===== src/rtl/uart_crc_receiver_if.sv =====
// Serial line plus decoded-frame outputs of the CRC-protected UART receiver.
// The receiver takes the master side; the consumer takes the slave side.
interface uart_crc_receiver_if;
    logic       rx;
    logic [7:0] data_out;
    logic [3:0] crc_rx;
    logic       rx_valid;
    logic       crc_err;
    logic       frame_err;
    logic       busy;

    modport master (
        input  rx,
        output data_out, crc_rx, rx_valid, crc_err, frame_err, busy
    );

    modport slave (
        output rx,
        input  data_out, crc_rx, rx_valid, crc_err, frame_err, busy
    );
endinterface


===== src/rtl/uart_crc_receiver.sv =====
// UART receiver for 14-bit frames: start, 8 data LSB-first, 4 CRC LSB-first, stop.
// Recomputes CRC-4 (x^4+x+1) over the payload and reports CRC and framing errors.
module uart_crc_receiver #(
    parameter int CLKS_PER_BIT = 1042
) (
    input  logic                  clk,
    input  logic                  rst,
    uart_crc_receiver_if.master   bus
);

    localparam int CNT_W = $clog2(CLKS_PER_BIT + 1);
    localparam int HALF  = (CLKS_PER_BIT + 1) / 2;
    localparam logic [CNT_W-1:0] CNT_LAST = CNT_W'(CLKS_PER_BIT);
    localparam logic [CNT_W-1:0] CNT_HALF = CNT_W'(HALF - 1);

    typedef enum logic [2:0] {IDLE, START, DATA, CRC, STOP} state_t;

    state_t           state_q, state_d;
    logic [CNT_W-1:0] cnt_q, cnt_d;
    logic [2:0]       idx_q, idx_d;
    logic [7:0]       shift_data_q, shift_data_d;
    logic [3:0]       shift_crc_q, shift_crc_d;
    logic             rx_meta_q, rx_meta_d;
    logic             rx_s_q, rx_s_d;
    logic             rx_prev_q, rx_prev_d;
    logic [1:0]       fill_q, fill_d;
    logic [7:0]       data_out_q, data_out_d;
    logic [3:0]       crc_rx_q, crc_rx_d;
    logic             rx_valid_q, rx_valid_d;
    logic             crc_err_q, crc_err_d;
    logic             frame_err_q, frame_err_d;
    logic             busy_q, busy_d;

    // Long division of {d, 4'b0000} by 5'b10011, MSB first.
    function automatic logic [3:0] crc4(input logic [7:0] d);
        logic [11:0] r;
        r = {d, 4'b0000};
        for (int i = 11; i >= 4; i--) begin
            if (r[i]) r[i -: 5] = r[i -: 5] ^ 5'b10011;
        end
        return r[3:0];
    endfunction

    always_comb begin
        // NOTE: every _d gets its hold value first so no path through the case infers a latch.
        state_d      = state_q;
        cnt_d        = cnt_q;
        idx_d        = idx_q;
        shift_data_d = shift_data_q;
        shift_crc_d  = shift_crc_q;
        data_out_d   = data_out_q;
        crc_rx_d     = crc_rx_q;
        crc_err_d    = crc_err_q;
        frame_err_d  = frame_err_q;
        rx_valid_d   = 1'b0;

        rx_meta_d = bus.rx;
        rx_s_d    = rx_meta_q;
        // rx_prev only reports a real high once the synchronizer has refilled after
        // reset, so a line held low through reset never looks like a start edge.
        fill_d    = {fill_q[0], 1'b1};
        rx_prev_d = fill_q[1] & rx_s_q;

        unique case (state_q)
            IDLE: begin
                cnt_d = '0;
                if (rx_prev_q && !rx_s_q) state_d = START;
            end
            START: begin
                if (cnt_q == CNT_HALF) begin
                    cnt_d   = '0;
                    idx_d   = '0;
                    state_d = rx_s_q ? IDLE : DATA;
                end else begin
                    cnt_d = cnt_q + CNT_W'(1);
                end
            end
            DATA: begin
                if (cnt_q == CNT_LAST) begin
                    cnt_d               = '0;
                    shift_data_d[idx_q] = rx_s_q;
                    idx_d               = idx_q + 3'd1;
                    if (idx_q == 3'd7) state_d = CRC;
                end else begin
                    cnt_d = cnt_q + CNT_W'(1);
                end
            end
            CRC: begin
                if (cnt_q == CNT_LAST) begin
                    cnt_d                   = '0;
                    shift_crc_d[idx_q[1:0]] = rx_s_q;
                    idx_d                   = idx_q + 3'd1;
                    if (idx_q == 3'd3) begin
                        idx_d   = '0;
                        state_d = STOP;
                    end
                end else begin
                    cnt_d = cnt_q + CNT_W'(1);
                end
            end
            STOP: begin
                if (cnt_q == CNT_LAST) begin
                    cnt_d       = '0;
                    state_d     = IDLE;
                    data_out_d  = shift_data_q;
                    crc_rx_d    = shift_crc_q;
                    crc_err_d   = (crc4(shift_data_q) != shift_crc_q);
                    frame_err_d = !rx_s_q;
                    rx_valid_d  = 1'b1;
                end else begin
                    cnt_d = cnt_q + CNT_W'(1);
                end
            end
            default: state_d = IDLE;
        endcase

        busy_d = (state_d != IDLE);
    end

    always_ff @(posedge clk) begin
        if (rst) begin
            state_q      <= IDLE;
            cnt_q        <= '0;
            idx_q        <= '0;
            shift_data_q <= '0;
            shift_crc_q  <= '0;
            rx_meta_q    <= 1'b1;
            rx_s_q       <= 1'b1;
            rx_prev_q    <= 1'b0;
            fill_q       <= '0;
            data_out_q   <= '0;
            crc_rx_q     <= '0;
            rx_valid_q   <= 1'b0;
            crc_err_q    <= 1'b0;
            frame_err_q  <= 1'b0;
            busy_q       <= 1'b0;
        end else begin
            state_q      <= state_d;
            cnt_q        <= cnt_d;
            idx_q        <= idx_d;
            shift_data_q <= shift_data_d;
            shift_crc_q  <= shift_crc_d;
            rx_meta_q    <= rx_meta_d;
            rx_s_q       <= rx_s_d;
            rx_prev_q    <= rx_prev_d;
            fill_q       <= fill_d;
            data_out_q   <= data_out_d;
            crc_rx_q     <= crc_rx_d;
            rx_valid_q   <= rx_valid_d;
            crc_err_q    <= crc_err_d;
            frame_err_q  <= frame_err_d;
            busy_q       <= busy_d;
        end
    end

    assign bus.data_out  = data_out_q;
    assign bus.crc_rx    = crc_rx_q;
    assign bus.rx_valid  = rx_valid_q;
    assign bus.crc_err   = crc_err_q;
    assign bus.frame_err = frame_err_q;
    assign bus.busy      = busy_q;

endmodule


===== src/flat_wrapper.sv =====
// flat-port wrapper written by rule: the top's interface ports become plain ports
module uart_crc_receiver_flat 
#(
    parameter int CLKS_PER_BIT = 1042
)
  (clk, rst, bus_rx, bus_data_out, bus_crc_rx, bus_rx_valid, bus_crc_err, bus_frame_err, bus_busy);
  uart_crc_receiver_if bus_i ();
  input  logic clk;
  input  logic rst;
  input wire logic [$bits(bus_i.rx)-1:0] bus_rx;
  output wire logic [$bits(bus_i.data_out)-1:0] bus_data_out;
  output wire logic [$bits(bus_i.crc_rx)-1:0] bus_crc_rx;
  output wire logic [$bits(bus_i.rx_valid)-1:0] bus_rx_valid;
  output wire logic [$bits(bus_i.crc_err)-1:0] bus_crc_err;
  output wire logic [$bits(bus_i.frame_err)-1:0] bus_frame_err;
  output wire logic [$bits(bus_i.busy)-1:0] bus_busy;
  assign bus_i.rx = bus_rx;
  assign bus_data_out = bus_i.data_out;
  assign bus_crc_rx = bus_i.crc_rx;
  assign bus_rx_valid = bus_i.rx_valid;
  assign bus_crc_err = bus_i.crc_err;
  assign bus_frame_err = bus_i.frame_err;
  assign bus_busy = bus_i.busy;
  uart_crc_receiver #(.CLKS_PER_BIT(CLKS_PER_BIT)) u_core (.clk(clk), .rst(rst), .bus(bus_i));
endmodule

===== config.mk =====
export PLATFORM = sky130hd
export DESIGN_NAME = uart_crc_receiver_flat
export DESIGN_NICKNAME = d
export VERILOG_FILES = /design/src/rtl/uart_crc_receiver_if.sv /design/src/rtl/uart_crc_receiver.sv /design/src/flat_wrapper.sv
export SDC_FILE = /design/constraint.sdc
export NUM_CORES = 1
export LEC_CHECK = 0
export BUFFER_PORTS_ARGS = -buffer_cell sky130_fd_sc_hd__buf_2
export CORE_ASPECT_RATIO = 2
export CORE_MARGIN = 4
export CORE_UTILIZATION = 45
export CTS_CLUSTER_DIAMETER = 60
export CTS_CLUSTER_SIZE = 24
export DETAILED_ROUTE_END_ITERATION = 7
export PLACE_DENSITY = 0.6
export SYNTH_ARGS = -nofsm -noshare
export SYNTH_HDL_FRONTEND = slang
export SYNTH_SLANG_ARGS = --single-unit

===== constraint.sdc =====
create_clock -name clk -period 3.6 [get_ports clk]
set_input_delay 0 -clock clk [delete_from_list [all_inputs] [get_ports clk]]
set_output_delay 0 -clock clk [all_outputs]
set_load 0.03 [all_outputs]

### Word-level counts from Yosys, hierarchy flattened

Cells that the tools add are included.

| word-level totals | value |
|---|---|
| register bits after elaboration | 50 |
| latch bits | 0 |
| memory bits (writable) | 0 |
| memory bits (read-only) | 0 |
| input port bits | 3 |
| output and inout bits | 16 |
| logic and storage cells | 107 |
| memories | 0 |

| operators by class | value |
|---|---|
| $add $sub $neg | 2 |
| multiply operators | 0 |
| div/mod/pow operators | 0 |
| $lt $le $gt $ge | 4 |
| eq/ne operators | 12 |
| shifts and indexed selects | 0 |
| mux-type cells | 49 |
| bitwise operators | 10 |
| reductions and logical operators | 14 |

Operator list:

| kind | number |
|---|---|
| $mux W4 | 16 |
| $mux W3 | 11 |
| $pmux W11 S3 | 1 |
| $mux W11 | 2 |
| $mux W2 | 9 |
| $not A2 Y2 | 8 |
| $pmux W3 S5 | 1 |
| $add A11 B1 Y11 const B | 1 |
| $eq A11 B10 Y1 const B | 1 |
| $eq A11 B11 Y1 const B | 1 |
| $eq A3 B2 Y1 const B | 3 |
| $pmux W3 S3 | 1 |
| $reduce_bool A3 Y1 | 3 |
| $bwmux W8 | 1 |
| $eq A3 B3 Y1 const B | 2 |
| $ne A2 B1 Y1 const B | 3 |
| $reduce_and A2 Y1 | 3 |
| $bwmux W4 | 1 |
| $lt A3 B4 Y1 const B | 1 |
| $mux W1 | 4 |
| $ne A4 B4 Y1 | 1 |
| $reduce_and A4 Y1 | 1 |
| $add A3 B1 Y3 const B | 1 |
| $demux W1 S3 | 1 |
| 12 further kinds | 14 |

### Longest topological paths before layout

Gate-level depths: netlist of run 1.

| depth | value |
|---|---|
| depth after elaboration | 33 |
| mapped depth | 8 |
| gate-level depth less buffers | 7 |

### Worst setup path after synthesis of run 1

Ideal clock, no wire load.

| path | value |
|---|---|
| kind | register to register |
| start | register u_core.cnt_q[5] |
| end | register u_core.crc_rx_q[0] (netlist: u_core.bus.crc_rx[0]) |
| arrival time | 1.680 ns |
| required time | 3.472 ns |
| setup slack | 1.792 ns |
| stages on the path, launching flop included | 8 |
| path buffers | 2 |
| clock period less this slack | 1.808 ns |
| path through | dfxtp_1 > nor4_4 > nand4b_4 > nor4b_2 > buf_4 > buf_12 > mux2i_1 > nor2_1 |

| between the ends | value |
|---|---|
| longest elaborated chain between the ends | 2 |

RTL lines:

| item | RTL line | source |
|---|---|---|
| start, declared | uart_crc_receiver.sv:19 | `logic [CNT_W-1:0] cnt_q, cnt_d;` |
| start signal, assigned | uart_crc_receiver.sv:139 | `cnt_q <= cnt_d;` |
| $eq A11 B11 Y1 | uart_crc_receiver.sv:102 | `if (cnt_q == CNT_LAST) begin` |
| $reduce_and A2 Y1 (no source line) | -- |  |
| end signal, assigned | uart_crc_receiver.sv:148 | `crc_rx_q <= crc_rx_d;` |
| end, declared | uart_crc_receiver.sv:28 | `logic [3:0] crc_rx_q, crc_rx_d;` |

Every way passes these cells.
A chain may end at the register's enable or synchronous reset.

### Worst setup path in the final report of run 1

| path | value |
|---|---|
| start | register u_core.cnt_q[0] |
| end | register u_core.cnt_q[6] |

| between the ends | value |
|---|---|
| longest elaborated chain between the ends | 3 |
| elaborated cells on any way between the ends | 6 |
| those cells by class | 1 x add/sub; 2 x eq/ne; 3 x mux |

RTL lines:

| item | RTL line | source |
|---|---|---|
| $add A11 B1 Y11 (tied with other cells) | -- |  |
| $mux W11, on equally long branches | -- |  |
| $pmux W11 S3 (*) | uart_crc_receiver.sv:64 | `unique case (state_q)` |

Mark *: on every way between the ends. The rest lies on a longest branch, timed or not.

==> flow_summary.yaml, run 1 <==
timing:
  maxSlewHeadroom_pct: 54.1
  setup_tns_ps: 0
  finalHoldViolCount: 0
  rsz0062_at_grt: "no"
  slew_violations: 0
  fin_worst_skew_ps: 5.10
  fin_crit_sh_pct: 61.7
  final-setup-viol-count: 0
  tightestPinTransition_ps: 688
  max_freq_mhz: 450
  fin_crit_ps: 2220
setup_path:
  rr_worst_depth: 6
  cp_max_fo: 12
  crit_required_ps: 3790
  r2r_slack_ps: 1380
  cp-startpoint: "u_core.cnt_q[0]$_SDFFE_PP0P_"
  arrival_ps: 2410
  r2r_end: "u_core.cnt_q[6]$_SDFFE_PP0P_"
  start_kind: "register"
  crit_type: "register to register"
  reg2reg_from: "u_core.cnt_q[0]$_SDFFE_PP0P_"
  setup.worst_path.end_class: "register"
layout:
  antenna_cells: 0
  fillers: 563
  fin_cells: 358
  syn_to_final_growth_pct: 9.39
  final_area_mm2: 0.00286
  finish.utilization_pct: 50.5
  nNetsFinal: 311
  drive_gt1_share_pct: 13.5
placed_design:
  port_buffers: 18
  post_dp_cell_area_mm2: 0.00271
  gp_congestion: 0.793
  placed_cells: 351
  dp_hpwl_mm: 4.26
synthesis:
  ys_top_cells_by_area: "dfxtp_1 (38%), mux2i_1 (11%), nand2_1 (5.0%)"
  synth_most_common_cell: "dfxtp_1"
  synth_commonest_cells: "dfxtp_1 (50), nand2_1 (35), nor2_1 (33)"
  synth_warnings: 0
  synth_cell_types: 47
  ys_seq_area_share_pct: 38.3
  synth_edf_count: 0
  synth_simple_gate_area_share_pct: 27.2
  synth-compound-area-share_pct: 8.53
  synthAdderAreaFrac_pct: 4.79
  yosys.area_share.xor_xnor_pct: 4.70
  async_flop_share_pct: 0
  synthMuxAreaShare_pct: 11.5
  synth.cell_area_mm2: 0.00261
  yosysTopAreaCell: "dfxtp_1"
  ys.flop_type: "dfxtp_1"
  synth-seq-cells: 50
  postSynthCellCount: 284
  synthesis.nets: 297
  postSynthAreaPerCell_um2: 9.19
  synth_top_area_share_pct: 38.3
  synth_top_family_by_area: "simple AND/OR/NAND/NOR gates"
outcome:
  outcome: "finished clean"
cts:
  clock_latency_ps: 290
  clkSinkCount: 50
  clk_path_buf_depth: 2
  cts_tree: "done"
  numCtsBuffers: 5
  clkTransAtPathRegs_ps: 60
  cts-resized-gates: 0
  htreeDepth: 2
  root_buffer: "clkbuf_16"
power:
  power_leakage_nw: 1.10
  ir_worst_vdd_mv: 0.482
  p_per_area_mw_per_mm2: 376
  p_total_mw: 1.08
detailed_routing:
  wl_per_cell_um: 15.8
  drtPass1Iterations: 4
  wl_mm: 5.67
  postRouteAntennaNets: 0
  viasPerCell: 5.58
  drc: 0
  vias: 1998
  drt_iter0_drc: 79
global_route:
  grt_pass1_vias: 2034
  track_usage_pct: 18.5
  grt_pass1_wl_mm: 9.69
  grt_overflow: 0
  grt_max_degree: 31
  antenna_found_initial: 0
die:
  rows: 39
  core-area_mm2: 0.00566
  fp.dieW_um: 61.9
  dieArea_mm2: 0.00716
  die_h_um: 116
  io_pins: 19
  initial_core_util_pct: 46.1
flow_run:
  maxCapViolCount: 0
hold_path:
  hold_end: "u_core.bus.data_out[4]$_SDFFE_PP0P_"
  min_from: "rst"
  min_path_type: "input pin to register"
  hold_depth: 2
[worst max-delay path, cell delays in order (launching register included)]
cell and delay [ps]:
dfxtp_1 390, inv_1 100, ha_1 260, and4b_1 290
o32ai_4 570, nand3_4 200, o311ai_1 320
[layout make-up]
class	count	area, um^2	share of cell area (%)
Multi-Input combinational cell	211	1490	52.2
Sequential cell	50	1000	35.0
Clock buffer	6	139	4.86
Timing Repair Buffer	21	115	4.03
Tap cell	61	76.3	2.67
Inverter	9	33.8	1.18
[cells by family after synthesis]
family	count (synthesis)
simple gates	130
xor+xnor	14
buf+inv	23
fa+ha+maj	10
flops	50
compound gates	27
mux	30
[placed cells by master (no fill, tap or decap), types with 2 or more instances in the layout]
cell       Yosys  routed
a21oi_1        6       6
a311oi_1       2       2
a41oi_1        3       3
and2_1         3       3
and3_1         3       3
and4b_1        2       2
buf_2          2      18
buf_4          2       2
clkbuf_16      0       5
dfxtp_1       50      50
ha_1          10      10
inv_1          9       9
mux2i_1       29      29
nand2_1       35      35
nand2b_1       5       5
nand3_1       17      17
nand4_1        7       7
nand4b_1       2       2
nor2_1        33      33
nor2b_1        5       5
nor3_1         3       3
o211ai_1       3       3
o21ai_0        5       5
o311ai_1       2       2
or2_2          3       3
or3_1          2       2
xnor2_1       10      10
xor2_1         4       4
[routing by layer]
layer / vias up / share of wire [%] / track usage (%) / routed length [um]
li1: 1018 / - / - / -
met1: 956 / 37 / 17.5 / 2080
met2: 16 / 59 / 35.5 / 3370
met3: 8 / 1.5 / 4.01 / 86
met4: 0 / 2.4 / 7.65 / 134
met5: - / 0 / 0 / 0
[registers in the layout (all words and copies together), names as in the netlist]
register,flops
u_core.fill_q,2
u_core.state_q,3
u_core.bus.frame_err,1
u_core.bus.rx_valid,1
u_core.rx_prev_q,1
u_core.rx_meta_q,1
u_core.shift_crc_q,4
u_core.rx_s_q,1
u_core.idx_q,3
u_core.bus.data_out,8
u_core.cnt_q,11
u_core.shift_data_q,8
u_core.bus.busy,1
u_core.bus.crc_err,1
u_core.bus.crc_rx,4
[power by group]
| part | leakage (nW) | internal (mW) | switching (mW) |
|---|---|---|---|
| sequential | 0.404 | 0.560 | 0.0111 |
| combinational | 0.626 | 0.0152 | 0.0325 |
| clock | 0.0688 | 0.269 | 0.188 |
| total | 1.10 | 0.844 | 0.232 |
[per-stage QoR]
| step | setup WS (ps) | hold WS (ps) |
|---|---|---|
| CTS | 1360 | 203 |
| global route | 1150 | 234 |
| detailed placement | 1360 | 186 |
| global placement | 1430 | 182 |
| finish | 1380 | 196 |
| floorplan | 1790 | 104 |
[what timing repair did]
| action | 4_1_cts | 5_1_grt |
|---|---|---|
| endpoints found under the hold margin | 1 | 0 |
| buffers inserted | 0 | 0 |
| hold buffers | 1 | 0 |
| endpoints found under the setup margin | 0 | 0 |
[worst max path at each step]
stage,to,slack [ps],cells after the start
6_report,u_core.cnt_q[6]$_SDFFE_PP0P_,1380,6
2_1_floorplan,u_core.bus.crc_rx[0]$_SDFFE_PP0P_,1790,7
3_3_place_gp,u_core.cnt_q[6]$_SDFFE_PP0P_,1430,6
3_5_place_dp,u_core.cnt_q[6]$_SDFFE_PP0P_,1360,6
4_1_cts,u_core.cnt_q[6]$_SDFFE_PP0P_,1360,6
5_1_grt,u_core.cnt_q[6]$_SDFFE_PP0P_,1150,6
Power figures use the tool's default switching activity.
==> run 2, diff against run 1 <==
- clock period: 3.6 -> 2.06 ns (I/O delays scaled with it)
==> run 2 against run 1 <==
  * Non-clock buffer count rose by 19
  * Flip-flop and latch count did not move
  * Global-route usage rose by 1.1 points
  * Die area did not move
  * Cell area rose by 5.7%
  * Total power rose by 79%
  * Maximum frequency rose by 13%
  * Sequential share of layout area fell by 1.9 points
  * Largest cell class unchanged
  * Largest power group unchanged
  * Highest routed layer unchanged
==> flow_summary.yaml, run 2 (synthesis results as in run 1) <==
layout:
  final_common_cell: "dfxtp_1"
  nNetsFinal: 330
  drive_gt1_share_pct: 18.9
  final_cell_mix: "dfxtp_1 (50), nand2_1 (35), nor2_1 (33)"
  largest_reg_flops: 11
  syn_to_final_growth_pct: 15.7
  fin_cells: 379
  antenna_cells: 0
  largest_register: "u_core.cnt_q"
setup_path:
  cp_cell_sequence: "nor4_4 -> nand4b_4 -> buf_4 -> nor4_2 -> nand2_1 -> mux2i_1"
  start_kind: "register"
  setup.worst_path.end_class: "register"
  worst_path_largest_cell_delay_ps: 420
  crit_slowest_cell: "nor4_4"
  r2r_slack_ps: 90
  arrival_ps: 2140
  crit_required_ps: 2230
  cp_max_fo: 8
  crit_type: "register to register"
placed_design:
  placed_cells: 369
  port_buffers: 18
  gp_congestion: 0.880
  dp_hpwl_mm: 4.74
detailed_routing:
  wl_per_cell_um: 16.0
  drc: 0
  postRouteAntennaNets: 0
  viasPerCell: 5.59
  drt_iter0_drc: 53
  vias: 2120
  wl_mm: 6.05
  drtPass1Iterations: 4
timing:
  rsz0062_at_grt: "no"
  fin_worst_skew_ps: 4.92
  fin_crit_ps: 1970
  max_freq_mhz: 507
  slew_violations: 0
  fin_crit_sh_pct: 95.7
  final-setup-viol-count: 0
  finalHoldViolCount: 0
  tightestPinTransition_ps: 496
  maxSlewHeadroom_pct: 66.7
  setup_tns_ps: 0
cts:
  clk_path_buf_depth: 2
  clkTransAtPathRegs_ps: 60
  root_buffer: "clkbuf_16"
  cts_tree: "done"
  clock_latency_ps: 290
  htreeDepth: 2
  numCtsBuffers: 5
  cts-resized-gates: 0
  clkSinkCount: 50
power:
  ir_worst_vdd_mv: 0.657
  p_per_area_mw_per_mm2: 638
  power_leakage_nw: 1.21
global_route:
  grt_overflow: 0
  grt_pass1_vias: 2133
  grt_pass1_wl_mm: 10.3
  grt_max_degree: 22
  track_usage_pct: 19.6
  antenna_found_initial: 0
die:
  core-area_mm2: 0.00566
  die_h_um: 116
  dieArea_mm2: 0.00716
  rows: 39
  fp.dieW_um: 61.9
  io_pins: 19
  initial_core_util_pct: 46.1
hold_path:
  min_path_type: "input pin to register"
flow_run:
  maxCapViolCount: 0
outcome:
  outcome: "finished clean"
run 2: final timing paths:
check	start	cells past startpoint	end
max	u_core.cnt_q[5]$_SDFFE_PP0P_	6	u_core.shift_data_q[4]$_SDFFE_PP0P_
min	rst	2	u_core.cnt_q[1]$_SDFFE_PP0P_
min reg2reg	u_core.rx_meta_q$_SDFF_PP1_	1	u_core.rx_s_q$_SDFF_PP1_
max reg2reg	u_core.cnt_q[5]$_SDFFE_PP0P_	6	u_core.shift_data_q[4]$_SDFFE_PP0P_
run 2: critical path, delay by kind of cell, from the launching register on:
kind / cells / cell delay (ps)
and+or+nand+nor: 4 / 1140
DFF: 1 / 390
buffers and inverters: 1 / 180
muxes: 1 / 150
run 2: per-stage QoR:
stage / worst slack (ps) / power (mW) / utilization (%) / hold slack [ps] / cell area, um^2
6_report: 87.6 / 1.93 / 53.4 / 38.5 / 3020
4_1_cts: 49.9 / 1.95 / 53.2 / 40.0 / 3010
3_3_place_gp: 97.7 / 1.12 / 50.4 / 182 / 2860
2_1_floorplan: 252 / 1.08 / - / 104 / 2610
5_1_grt: 8.48 / 1.99 / 53.4 / 50.4 / 3020
3_5_place_dp: 79.4 / 1.12 / 50.4 / 190 / 2860
run 2: metal layers:
layer	track usage (%)	vias up	routed length [um]
met5	0	-	0
met4	11.6	0	284
met3	3.34	17	127
met2	37.1	32	3540
met1	18.0	1015	2100
li1	-	1056	-
run 2: final cells by class:
class / instances / area [um^2]
fillers: 537 / 2640
multi-input cells: 211 / 1490
flip-flops and latches: 50 / 1000
repair buffers: 40 / 270
clock buffers: 7 / 143
well taps: 61 / 76.3
inverters: 9 / 33.8
clock inverters: 1 / 5.00
run 2: where the power goes:
group	switching (mW)	internal (mW)
sequential	0.00484	0.978
combinational	0.0778	0.0426
clock	0.341	0.482
total	0.424	1.50
run 2: timing repair:
item,in CTS,in global routing
setup endpoints to repair,0,3
hold endpoints to repair,1,0
buffers inserted,0,1
hold buffers,1,0
==> run 3, diff against run 2 <==
- CELL_PAD_IN_SITES_DETAIL_PLACEMENT: unset -> 0
- CELL_PAD_IN_SITES_GLOBAL_PLACEMENT: unset -> 1
- PLACE_DENSITY: 0.6 -> 0.75
- REMOVE_ABC_BUFFERS: unset -> 1
==> run 3 against run 2 <==
  * Non-clock buffer count grew 3
  * Final cell count grew 0.53%
  * Utilization grew 0.77 points
  * Total power grew 6.0%
  * Critical path depth shrank 2
  * Sequential share of layout area shrank 0.47 points
  * Critical path type unchanged
  * Largest cell class unchanged
==> flow_summary.yaml, run 3 (synthesis results as in run 1) <==
cts:
  numCtsBuffers: 5
  clock_latency_ps: 290
  clk_path_buf_depth: 2
  clkSinkCount: 50
  cts_setup_buffers: 0
  htreeDepth: 2
  cts-resized-gates: 0
  cts_tree: "done"
  root_buffer: "clkbuf_16"
  clkTransAtPathRegs_ps: 60
timing:
  whs_ps: 188
  rsz0062_at_grt: "no"
  maxSlewHeadroom_pct: 64.5
  fin_crit_sh_pct: 93.4
  setup_ws_ps: 137
  fin_worst_skew_ps: 6.17
  finalHoldViolCount: 0
  max_freq_mhz: 520
  tightestPinTransition_ps: 532
  slew_violations: 0
  final-setup-viol-count: 0
  fin_crit_ps: 1920
detailed_routing:
  drtPass1Iterations: 4
  drc: 0
  wl_mm: 5.97
  viasPerCell: 5.41
  wl_per_cell_um: 15.7
  postRouteAntennaNets: 0
  vias: 2063
  drt_iter0_drc: 62
setup_path:
  arrival_ps: 2150
  cp_max_fo: 8
  path_delay_family: "simple AND/OR/NAND/NOR gates"
  worst_path_largest_cell_delay_ps: 590
  cp_num_buf_inv: 0
  setup.worst_path.end_class: "register"
  crit_slowest_cell: "or4_4"
  crit_type: "register to register"
  r2r_slack_ps: 140
  r2r_end: "u_core.idx_q[0]$_SDFFE_PP0P_"
  start_kind: "register"
  rr_worst_depth: 4
  cp_cell_sequence: "or4_4 -> a2111oi_4 -> mux2_1 -> nor2_1"
  reg2reg_from: "u_core.cnt_q[5]$_SDFFE_PP0P_"
  crit_required_ps: 2290
placed_design:
  placed_cells: 373
  port_buffers: 18
  dp_slack_ps: 124
  gp_congestion: 0.846
  dp_hpwl_mm: 4.61
die:
  core-area_mm2: 0.00566
  dieArea_mm2: 0.00716
  rows: 39
  initial_core_util_pct: 46.1
  fp.dieW_um: 61.9
  io_pins: 19
  die_h_um: 116
global_route:
  grt_max_degree: 30
  grt_pass1_vias: 2067
  track_usage_pct: 19.1
  grt_pass1_wl_mm: 9.93
  antenna_found_initial: 0
  grt_overflow: 0
flow_run:
  maxCapViolCount: 0
power:
  internal-power_mw: 1.62
  switching_share_pct: 20.5
  combPwrFrac_pct: 5.7
  switchingPower_uw: 419
  ir_worst_vdd_mv: 0.704
  p_per_area_mw_per_mm2: 667
  p_seq_share_pct: 48.5
  p_total_mw: 2.04
  power_leakage_nw: 1.23
  pwr-share-clk_pct: 45.8
layout:
  syn_to_final_growth_pct: 17.3
  nNetsFinal: 333
  largest_register: "u_core.cnt_q"
  largest_reg_flops: 11
  antenna_cells: 0
  multi_input_area_mm2: 0.00149
  final_common_cell: "dfxtp_1"
  fillers: 543
  regArea_mm2: 0.00100
  final_cell_mix: "dfxtp_1 (50), nand2_1 (35), nor2_1 (33)"
  fin_cells: 381
  drive_gt1_share_pct: 19.7
hold_path:
  min_from: "rst"
  hold_end: "u_core.fill_q[0]$_DFF_P_"
  min_path_type: "input pin to register"
  hold_depth: 2
outcome:
  outcome: "finished clean"
==> run 3: cell count changes in the layout (fill, tap and decap cells not counted) <==
cell / before / now
buf_4: 20 / 23
bufinv_16: 0 / 1
clkbuf_1: 1 / 0
clkinv_2: 1 / 0
==> run 3: per-layer routing <==
| layer | global-route usage [%] | up-vias | part of all wire [%] |
|---|---|---|---|
| li1 | - | 1058 | - |
| met1 | 17.5 | 975 | 34 |
| met2 | 37.6 | 21 | 61 |
| met3 | 3.12 | 9 | 1.9 |
| met4 | 8.50 | 0 | 2.9 |
| met5 | 0 | - | 0 |
==> run 3: layout make-up <==
cell class	count	area share, %
clock buffer	6	4.53
clock inverter	1	0.980
inverter	9	1.10
multi-input combinational	211	48.7
sequential	50	32.7
tap	61	2.49
timing repair buffer	43	9.55
==> run 3: power by group through the flow <==
stage	logic [mW]	clock network, mW	registers [mW]
detailed placement	0.116	0	1.01
global placement	0.117	0	1.01
global route	0.126	1.00	0.992
finish	0.116	0.935	0.991
floorplan	0.0492	0	1.02
CTS	0.118	0.961	0.991
==> run 3: how the worst max path moves through the flow <==
stage,slack [ps],cells after the start,end,from
6_report,140,4,u_core.idx_q[0]$_SDFFE_PP0P_,u_core.cnt_q[5]$_SDFFE_PP0P_
5_1_grt,10,6,u_core.bus.data_out[1]$_SDFFE_PP0P_,u_core.cnt_q[6]$_SDFFE_PP0P_
4_1_cts,110,6,u_core.bus.crc_err$_SDFFE_PP0P_,u_core.cnt_q[5]$_SDFFE_PP0P_
3_5_place_dp,120,6,u_core.bus.crc_err$_SDFFE_PP0P_,u_core.cnt_q[5]$_SDFFE_PP0P_
3_3_place_gp,140,6,u_core.bus.data_out[1]$_SDFFE_PP0P_,u_core.cnt_q[5]$_SDFFE_PP0P_
2_1_floorplan,-540,5,u_core.bus.crc_rx[0]$_SDFFE_PP0P_,u_core.cnt_q[5]$_SDFFE_PP0P_
==> run 3: per-stage QoR <==
step / setup TNS (ps) / instance area (um^2) / util, %
after global placement: 0 / 2890 / 51.0
after floorplan: -7980 / 2520 / -
after CTS: 0 / 3060 / 54.1
final: 0 / 3060 / 54.1
after global routing: 0 / 3060 / 54.1
after detailed placement: 0 / 2890 / 51.0
==> run 3: repair_timing <==
item                                   4_1_cts  5_1_grt
endpoints found under the hold margin        1        0
setup endpoints to repair                    0        3
hold buffers                                 1        0
